<file path="config.mk">
export PLATFORM = sky130hd
export DESIGN_NAME = fetch_prefetch_buffer_flat
export DESIGN_NICKNAME = d
export VERILOG_FILES = /design/src/rtl/fetch_prefetch_buffer_if.sv /design/src/rtl/fetch_prefetch_buffer.sv /design/src/flat_wrapper.sv
export SDC_FILE = /design/constraint.sdc
export NUM_CORES = 1
export LEC_CHECK = 0
export BUFFER_PORTS_ARGS = -buffer_cell sky130_fd_sc_hd__buf_2
export CORE_UTILIZATION = 30
export CTS_BUF_LIST = sky130_fd_sc_hd__clkbuf_4
export CTS_CLUSTER_DIAMETER = 40
export CTS_CLUSTER_SIZE = 20
export DETAILED_ROUTE_END_ITERATION = 8
export SYNTH_ARGS = -nofsm -noshare
export SYNTH_HDL_FRONTEND = slang
export SYNTH_SLANG_ARGS = --single-unit
</file>
<file path="constraint.sdc">
create_clock -name clk -period 3.6 [get_ports clk]
set_input_delay 0.72 -clock clk [delete_from_list [all_inputs] [get_ports clk]]
set_output_delay 0.72 -clock clk [all_outputs]
set_load 0.02 [all_outputs]
</file>
<file path="src/rtl/fetch_prefetch_buffer_if.sv">
// Bus bundle for the prefetch buffer: load_unit request/return, decode handshake and redirect.
// The slave modport is the prefetch buffer's view; master is the surrounding pipeline's view.
interface fetch_prefetch_buffer_if;
  logic        flush_i;
  logic [31:0] flush_pc_i;
  logic        read_o;
  logic [31:0] addr_o;
  logic        valid_i;
  logic [31:0] data_i;
  logic        instr_valid_o;
  logic [31:0] instr_o;
  logic [31:0] instr_pc_o;
  logic        instr_ready_i;

  modport slave (
    input  flush_i, flush_pc_i, valid_i, data_i, instr_ready_i,
    output read_o, addr_o, instr_valid_o, instr_o, instr_pc_o
  );

  modport master (
    output flush_i, flush_pc_i, valid_i, data_i, instr_ready_i,
    input  read_o, addr_o, instr_valid_o, instr_o, instr_pc_o
  );
endinterface

</file>
<file path="src/rtl/fetch_prefetch_buffer.sv">
// Instruction prefetch stage: requests sequential words from load_unit, buffers {pc, word}
// in a small FIFO for decode, and restarts the stream at a new PC on a redirect.
module fetch_prefetch_buffer #(
  parameter int          DEPTH    = 4,
  parameter logic [31:0] RESET_PC = 32'h0000_0000
) (
  input logic                   clk,
  input logic                   rst_i,
  fetch_prefetch_buffer_if.slave bus
);

  localparam int PW = $clog2(DEPTH);
  localparam int CW = PW + 1;
  localparam logic [CW-1:0] FULL = CW'(DEPTH);

  typedef enum logic {FETCH, FLUSH} state_e;

  state_e          state_q, state_d;
  logic [31:0]     pc_q, pc_d;
  logic [CW-1:0]   count_q, count_d;
  logic [PW-1:0]   wr_ptr_q, wr_ptr_d;
  logic [PW-1:0]   rd_ptr_q, rd_ptr_d;
  logic [31:0]     mem_data_q [DEPTH];
  logic [31:0]     mem_pc_q   [DEPTH];
  logic [31:0]     flush_target;

  logic read;
  logic instr_valid;
  logic push;
  logic pop;

  // Returns are only accepted while requesting, so full/flush/FLUSH-state returns drop out here.
  assign read        = (state_q == FETCH) && !bus.flush_i && !rst_i && (count_q < FULL);
  assign instr_valid = (count_q != '0) && !bus.flush_i;
  assign push        = read && bus.valid_i;
  assign pop         = instr_valid && bus.instr_ready_i;

  assign flush_target = bus.flush_pc_i & ~32'h0000_0003;

  assign bus.read_o        = read;
  assign bus.addr_o        = pc_q;
  assign bus.instr_valid_o = instr_valid;
  assign bus.instr_o       = mem_data_q[rd_ptr_q];
  assign bus.instr_pc_o    = mem_pc_q[rd_ptr_q];

  always_comb begin
    state_d  = state_q;
    pc_d     = pc_q;
    count_d  = count_q;
    wr_ptr_d = wr_ptr_q;
    rd_ptr_d = rd_ptr_q;
    if (bus.flush_i) begin
      state_d  = FLUSH;
      pc_d     = flush_target;
      count_d  = '0;
      wr_ptr_d = '0;
      rd_ptr_d = '0;
    end else begin
      state_d = FETCH;
      if (push) begin
        pc_d     = pc_q + 32'd4;
        wr_ptr_d = wr_ptr_q + PW'(1);
      end
      if (pop) begin
        rd_ptr_d = rd_ptr_q + PW'(1);
      end
      case ({push, pop})
        2'b10:   count_d = count_q + CW'(1);
        2'b01:   count_d = count_q - CW'(1);
        default: count_d = count_q;
      endcase
    end
  end

  always_ff @(posedge clk) begin
    if (rst_i) begin
      state_q  <= FETCH;
      pc_q     <= RESET_PC;
      count_q  <= '0;
      wr_ptr_q <= '0;
      rd_ptr_q <= '0;
    end else begin
      state_q  <= state_d;
      pc_q     <= pc_d;
      count_q  <= count_d;
      wr_ptr_q <= wr_ptr_d;
      rd_ptr_q <= rd_ptr_d;
    end
  end

  // Storage needs no reset: entries are only observed while count says they are valid.
  always_ff @(posedge clk) begin
    if (push) begin
      mem_data_q[wr_ptr_q] <= bus.data_i;
      mem_pc_q[wr_ptr_q]   <= pc_q;
    end
  end

endmodule
</file>
<file path="src/flat_wrapper.sv">
// flat-port wrapper written by rule: the top's interface ports become plain ports
module fetch_prefetch_buffer_flat 
#(
  parameter int          DEPTH    = 4,
  parameter logic [31:0] RESET_PC = 32'h0000_0000
)
  (clk, rst_i, bus_flush_i, bus_flush_pc_i, bus_valid_i, bus_data_i, bus_instr_ready_i, bus_read_o, bus_addr_o, bus_instr_valid_o, bus_instr_o, bus_instr_pc_o);
  fetch_prefetch_buffer_if bus_i ();
  input logic clk;
  input logic rst_i;
  input wire logic [$bits(bus_i.flush_i)-1:0] bus_flush_i;
  input wire logic [$bits(bus_i.flush_pc_i)-1:0] bus_flush_pc_i;
  input wire logic [$bits(bus_i.valid_i)-1:0] bus_valid_i;
  input wire logic [$bits(bus_i.data_i)-1:0] bus_data_i;
  input wire logic [$bits(bus_i.instr_ready_i)-1:0] bus_instr_ready_i;
  output wire logic [$bits(bus_i.read_o)-1:0] bus_read_o;
  output wire logic [$bits(bus_i.addr_o)-1:0] bus_addr_o;
  output wire logic [$bits(bus_i.instr_valid_o)-1:0] bus_instr_valid_o;
  output wire logic [$bits(bus_i.instr_o)-1:0] bus_instr_o;
  output wire logic [$bits(bus_i.instr_pc_o)-1:0] bus_instr_pc_o;
  assign bus_i.flush_i = bus_flush_i;
  assign bus_i.flush_pc_i = bus_flush_pc_i;
  assign bus_i.valid_i = bus_valid_i;
  assign bus_i.data_i = bus_data_i;
  assign bus_i.instr_ready_i = bus_instr_ready_i;
  assign bus_read_o = bus_i.read_o;
  assign bus_addr_o = bus_i.addr_o;
  assign bus_instr_valid_o = bus_i.instr_valid_o;
  assign bus_instr_o = bus_i.instr_o;
  assign bus_instr_pc_o = bus_i.instr_pc_o;
  fetch_prefetch_buffer #(.DEPTH(DEPTH), .RESET_PC(RESET_PC)) u_core (.clk(clk), .rst_i(rst_i), .bus(bus_i));
endmodule
</file>
# Word level (Yosys, flattened, before mapping)
# Memory sizes are Yosys's and may differ from the RTL's. A register that Yosys moved wholly into a read port is not among the register bits.
# Cells that the tools add are included.
# classes
addsub	5
n_mux	10
n_eq_ne	2
bitwise	1
magnitude_cmp	1
reduce_logical	12
# op_table
op	count
$mux W32	2
$add A32 B3 Y32 const B	1
$mux W2	4
$logic_and A1 B1 Y1	6
$pmux W3 S2	1
$add A2 B1 Y2 const B	2
$reduce_bool A2 Y1	2
$add A3 B1 Y3 const B	1
$lt A3 B3 Y1 const B	1
$mux W1	3
$reduce_bool A3 Y1	1
$sub A3 B1 Y3 const B	1
$eq A2 B1 Y1 const B	1
$eq A2 B2 Y1 const B	1
$logic_not A1 Y1	2
$reduce_or A2 Y1	1
$not A1 Y1	1
# totals
reg_bits	40
mem_count	2
ram_bits	256
out_inout_bits	98
word_cells	39
input_bits	69
# memory_table
name	depth	width	read_ports	rd_ports_with_merged_regs	write_ports	line	text
u_core.mem_data_q	4	32	1	1	1	fetch_prefetch_buffer.sv:23	logic [31:0] mem_data_q [DEPTH];
u_core.mem_pc_q	4	32	1	1	1	fetch_prefetch_buffer.sv:24	logic [31:0] mem_pc_q [DEPTH];

# Longest topological paths before layout
# logic_depth
ltp_word	7
mapped_depth	11
mapped_depth_nobuf	9

# Worst setup path after synthesis
# OpenSTA, ideal clock, no wires.
# synth_path
path_kind	input to register
startpoint	input port bus_valid_i
endpoint	memory u_core.mem_data_q[0][0], enable pin
arrival_time_ns	2.957
path_slack_ns	0.216
setup_ns	0.427
path_stages	3
cell_sequence	nor3b_1 clkbuf_1 and3_1
# synth_between
elab_chain_cells	3
# synth_rtl
item	line	text
start: declaration	flat_wrapper.sv:13	input wire logic [$bits(bus_i.valid_i)-1:0] bus_valid_i;
$logic_and A1 B1 Y1	fetch_prefetch_buffer.sv:35	assign push = read && bus.valid_i;
$mux W1	fetch_prefetch_buffer.sv:93	if (push) begin
$mux W1 (not written as such)	fetch_prefetch_buffer.sv:94	mem_data_q[wr_ptr_q] <= bus.data_i;
end: declaration	fetch_prefetch_buffer.sv:23	
# Every way passes these cells.

==> flow_summary.toml <==
[synthesis]
yosysSeqAreaShare = 0.742
synth-edff-count = 248
yosysTopAreaCell = "edfxtp_1"
synth-main-ff-cell = "edfxtp_1"
synth_area_per_cell_um2 = 18.8
async_reset_ff_frac = 0
ys_top_cells_by_area = "edfxtp_1, mux4_2, dfxtp_1"
synthDistinctLibCells = 43
yosysTopAreaCellShare = 0.670
ys_ff_latch = 288
synth.cell_area_um2 = 11100
ys_warn_count = 0
syn_inst = 591

[flow_run]
max-cap-violations = 0

[clocking]
clk_latency_ns = 0.71
numCtsBuffers = 40
ctsHtreeMaxLevel = 2
clkSinkCount = 288
clock_path_buffers = 3
cts_tree = "done"
cts-root-buf = "clkbuf_4"
cts_resized = 0
postCtsSetupRepairBufs = 0
cts.hold.buffers_added = 0
path_clk_slew_ns = 0.13

[drt]
initialDrtViolationCount = 344
drt_first_pass_iters = 5
wire_per_inst_um = 19.2
drt.antenna.violating_nets = 0
via_per_inst = 4.74
routed_wirelength_mm = 24.8
vias = 6105
drc_errors = 0

[power_and_ir_drop]
p_clk_frac = 0.385
sw_frac_of_total = 0.232
p_leak_nw = 4.49
power_frac_comb = 0.044
p_int_mw = 5.02
total_power_mw = 6.54
p_per_area_nw_per_um2 = 489
ir_worst_vdd_v = 0.000184
pwr-share-seq = 0.572
p_switching_mw = 1.51

[finish]
post_route_cells_drive_above_1_share = 0.406
fin_nets = 861
area_growth_pct = 20.2
seq_area_um2 = 8260
multiInputGateArea_um2 = 2720
stdcell_area_um2 = 13400
fillers = 3424

[setup_path]
cp-start-kind = "flip-flop"
cp.arrival_ns = 2.47
required_ns = 2.88
crit_type = "reg2out"
worstPathMaxFanout = 20
endpoint_kind = "output port"

[sta]
fin_crit_ns = 3.19
slew_violations = 0
clock.fmax_mhz = 313
setup_viol = 0
maxSlewHeadroom = 0.553
finalWorstSetupSlack_ns = 0.407
period_share = 0.887
finalHoldViolations = 0
fin_tns_setup_ns = 0
rsz0062_at_grt = "false"
holdWs_ns = 0.218
worst_pin_slew_ns = 0.670
fin_skew_ns = 0.0323

[place]
dp_slack_ns = 0.739
place_area_um2 = 12600
hpwl_mm = 16.1
placement.io_buffers = 160
gp_congestion = 0.770

[floorplan]
die_area_um2 = 37800
die_h_um = 195
fp-row-count = 70
initial_utilization = 0.304
core_um2 = 36500
pin_count = 167
fp.dieW_um = 195

[worst_hold_path]
holdCritPathClass = "in2reg"

[global_routing]
grt_start_max_net_pins = 39
grt_pass1_vias = 6174
antenna_found_initial = 1
grt.total_usage = 0.133
grt-ovfl-total = 0
grt_pass1_wl_mm = 37.5

[run_status]
outcome = "finished, final reports clean"
==> cell type report <==
type	count	area share
sequential	288	0.618
multi-input combinational	267	0.204
timing repair buffer	179	0.0762
tap	468	0.0438
clock inverter	30	0.0308
clock buffer	44	0.0247
inverter	9	0.00253
antenna	3	0.000562
==> cells in the final DEF, fill, tap and decap left out, types with 3 or more instances in the layout <==
cell	count
and3_4	4
clkinv_4	3
inv_1	8
bufinv_16	8
nor2_1	36
buf_2	160
o22ai_1	3
nand2_1	23
nand4_1	15
a21oi_1	14
a211oi_1	13
o21ai_0	6
and2_1	4
a31oi_1	5
conb_1	4
nor4_1	3
clkbuf_4	44
ha_1	6
nand3_1	15
mux4_2	62
diode_2	3
buf_4	13
inv_6	4
xnor2_1	5
dfxtp_1	38
clkinv_2	6
clkinvlp_4	5
edfxtp_1	248
nor3_1	5
xor2_1	22
buf_12	6
==> power groups by stage <==
stage,combinational [mW],clock (mW),sequential (mW)
after floorplan,0.133,0,3.81
after global placement,0.285,0,3.81
after detailed placement,0.288,0,3.82
after CTS,0.289,2.61,3.74
after global routing,0.309,2.75,3.75
final,0.285,2.51,3.74
==> worst max-delay path, stage by stage, from the launching register on <==
cell	delay, ns
dfxtp_4	0.66
buf_4	0.36
mux4_2	0.56
buf_2	0.18
==> synth_stat cells (all sizes together) (2+ instances only) <==
cell    count
a211oi     13
a21oi      14
a31oi       5
and2        4
and3        5
buf        14
clkbuf     16
dfxtp      40
edfxtp    248
ha          6
inv         8
mux2        2
mux4       62
nand2      23
nand3      15
nand4      17
nor2       37
nor3        7
nor3b       2
nor4        5
o21ai       6
o22ai       3
or2         2
xnor2       5
xor2       22
==> metal layers <==
metal | routed length [um] | track usage | vias to the layer above
met5 | 0 | 0 | -
met4 | 446 | 0.0391 | 0
met3 | 1800 | 0.0401 | 43
met2 | 11400 | 0.205 | 218
met1 | 11100 | 0.181 | 3057
li1 | - | - | 2787
==> stage by stage <==
stage | instances | util
floorplan | 594 | -
global placement | 1211 | 0.345
detailed placement | 1211 | 0.345
CTS | 1285 | 0.366
global route | 1286 | 0.366
finish | 1288 | 0.366
==> path summary, 6_finish.rpt <==
path | start | end | slack [ns] | cells after the start
setup / recovery | flip-flop | bus_instr_pc_o[20] | 0.41 | 3
hold / removal | bus_data_i[14] | u_core.mem_data_q[1][14] | 0.22 | 1
setup reg to reg | u_core.count_q[2] | u_core.count_q[2] | 1.17 | 8
hold reg to reg | u_core.wr_ptr_q[0] | u_core.wr_ptr_q[0] | 0.51 | 2
==> sequential cells by signal (all words and copies together), names as in the netlist, named ones only <==
name	cells
u_core.state_q	1
u_core.rd_ptr_q	2
u_core.bus.addr_o	30
u_core.wr_ptr_q	2
u_core.mem_pc_q	120
u_core.mem_data_q	128
u_core.count_q	3
==> kinds of logic after synthesis <==
group,after synthesis,share of synthesized area
other,1,0.000337
XOR/XNOR,27,0.0213
buffers and inverters,39,0.0161
flip-flops,288,0.742
multiplexers,65,0.129
AND/OR/NAND/NOR,120,0.0590
adder cells (fa/ha/maj),7,0.00855
AO/OA/AOI/OAI,44,0.0245
(Power assumes the default switching activity.)
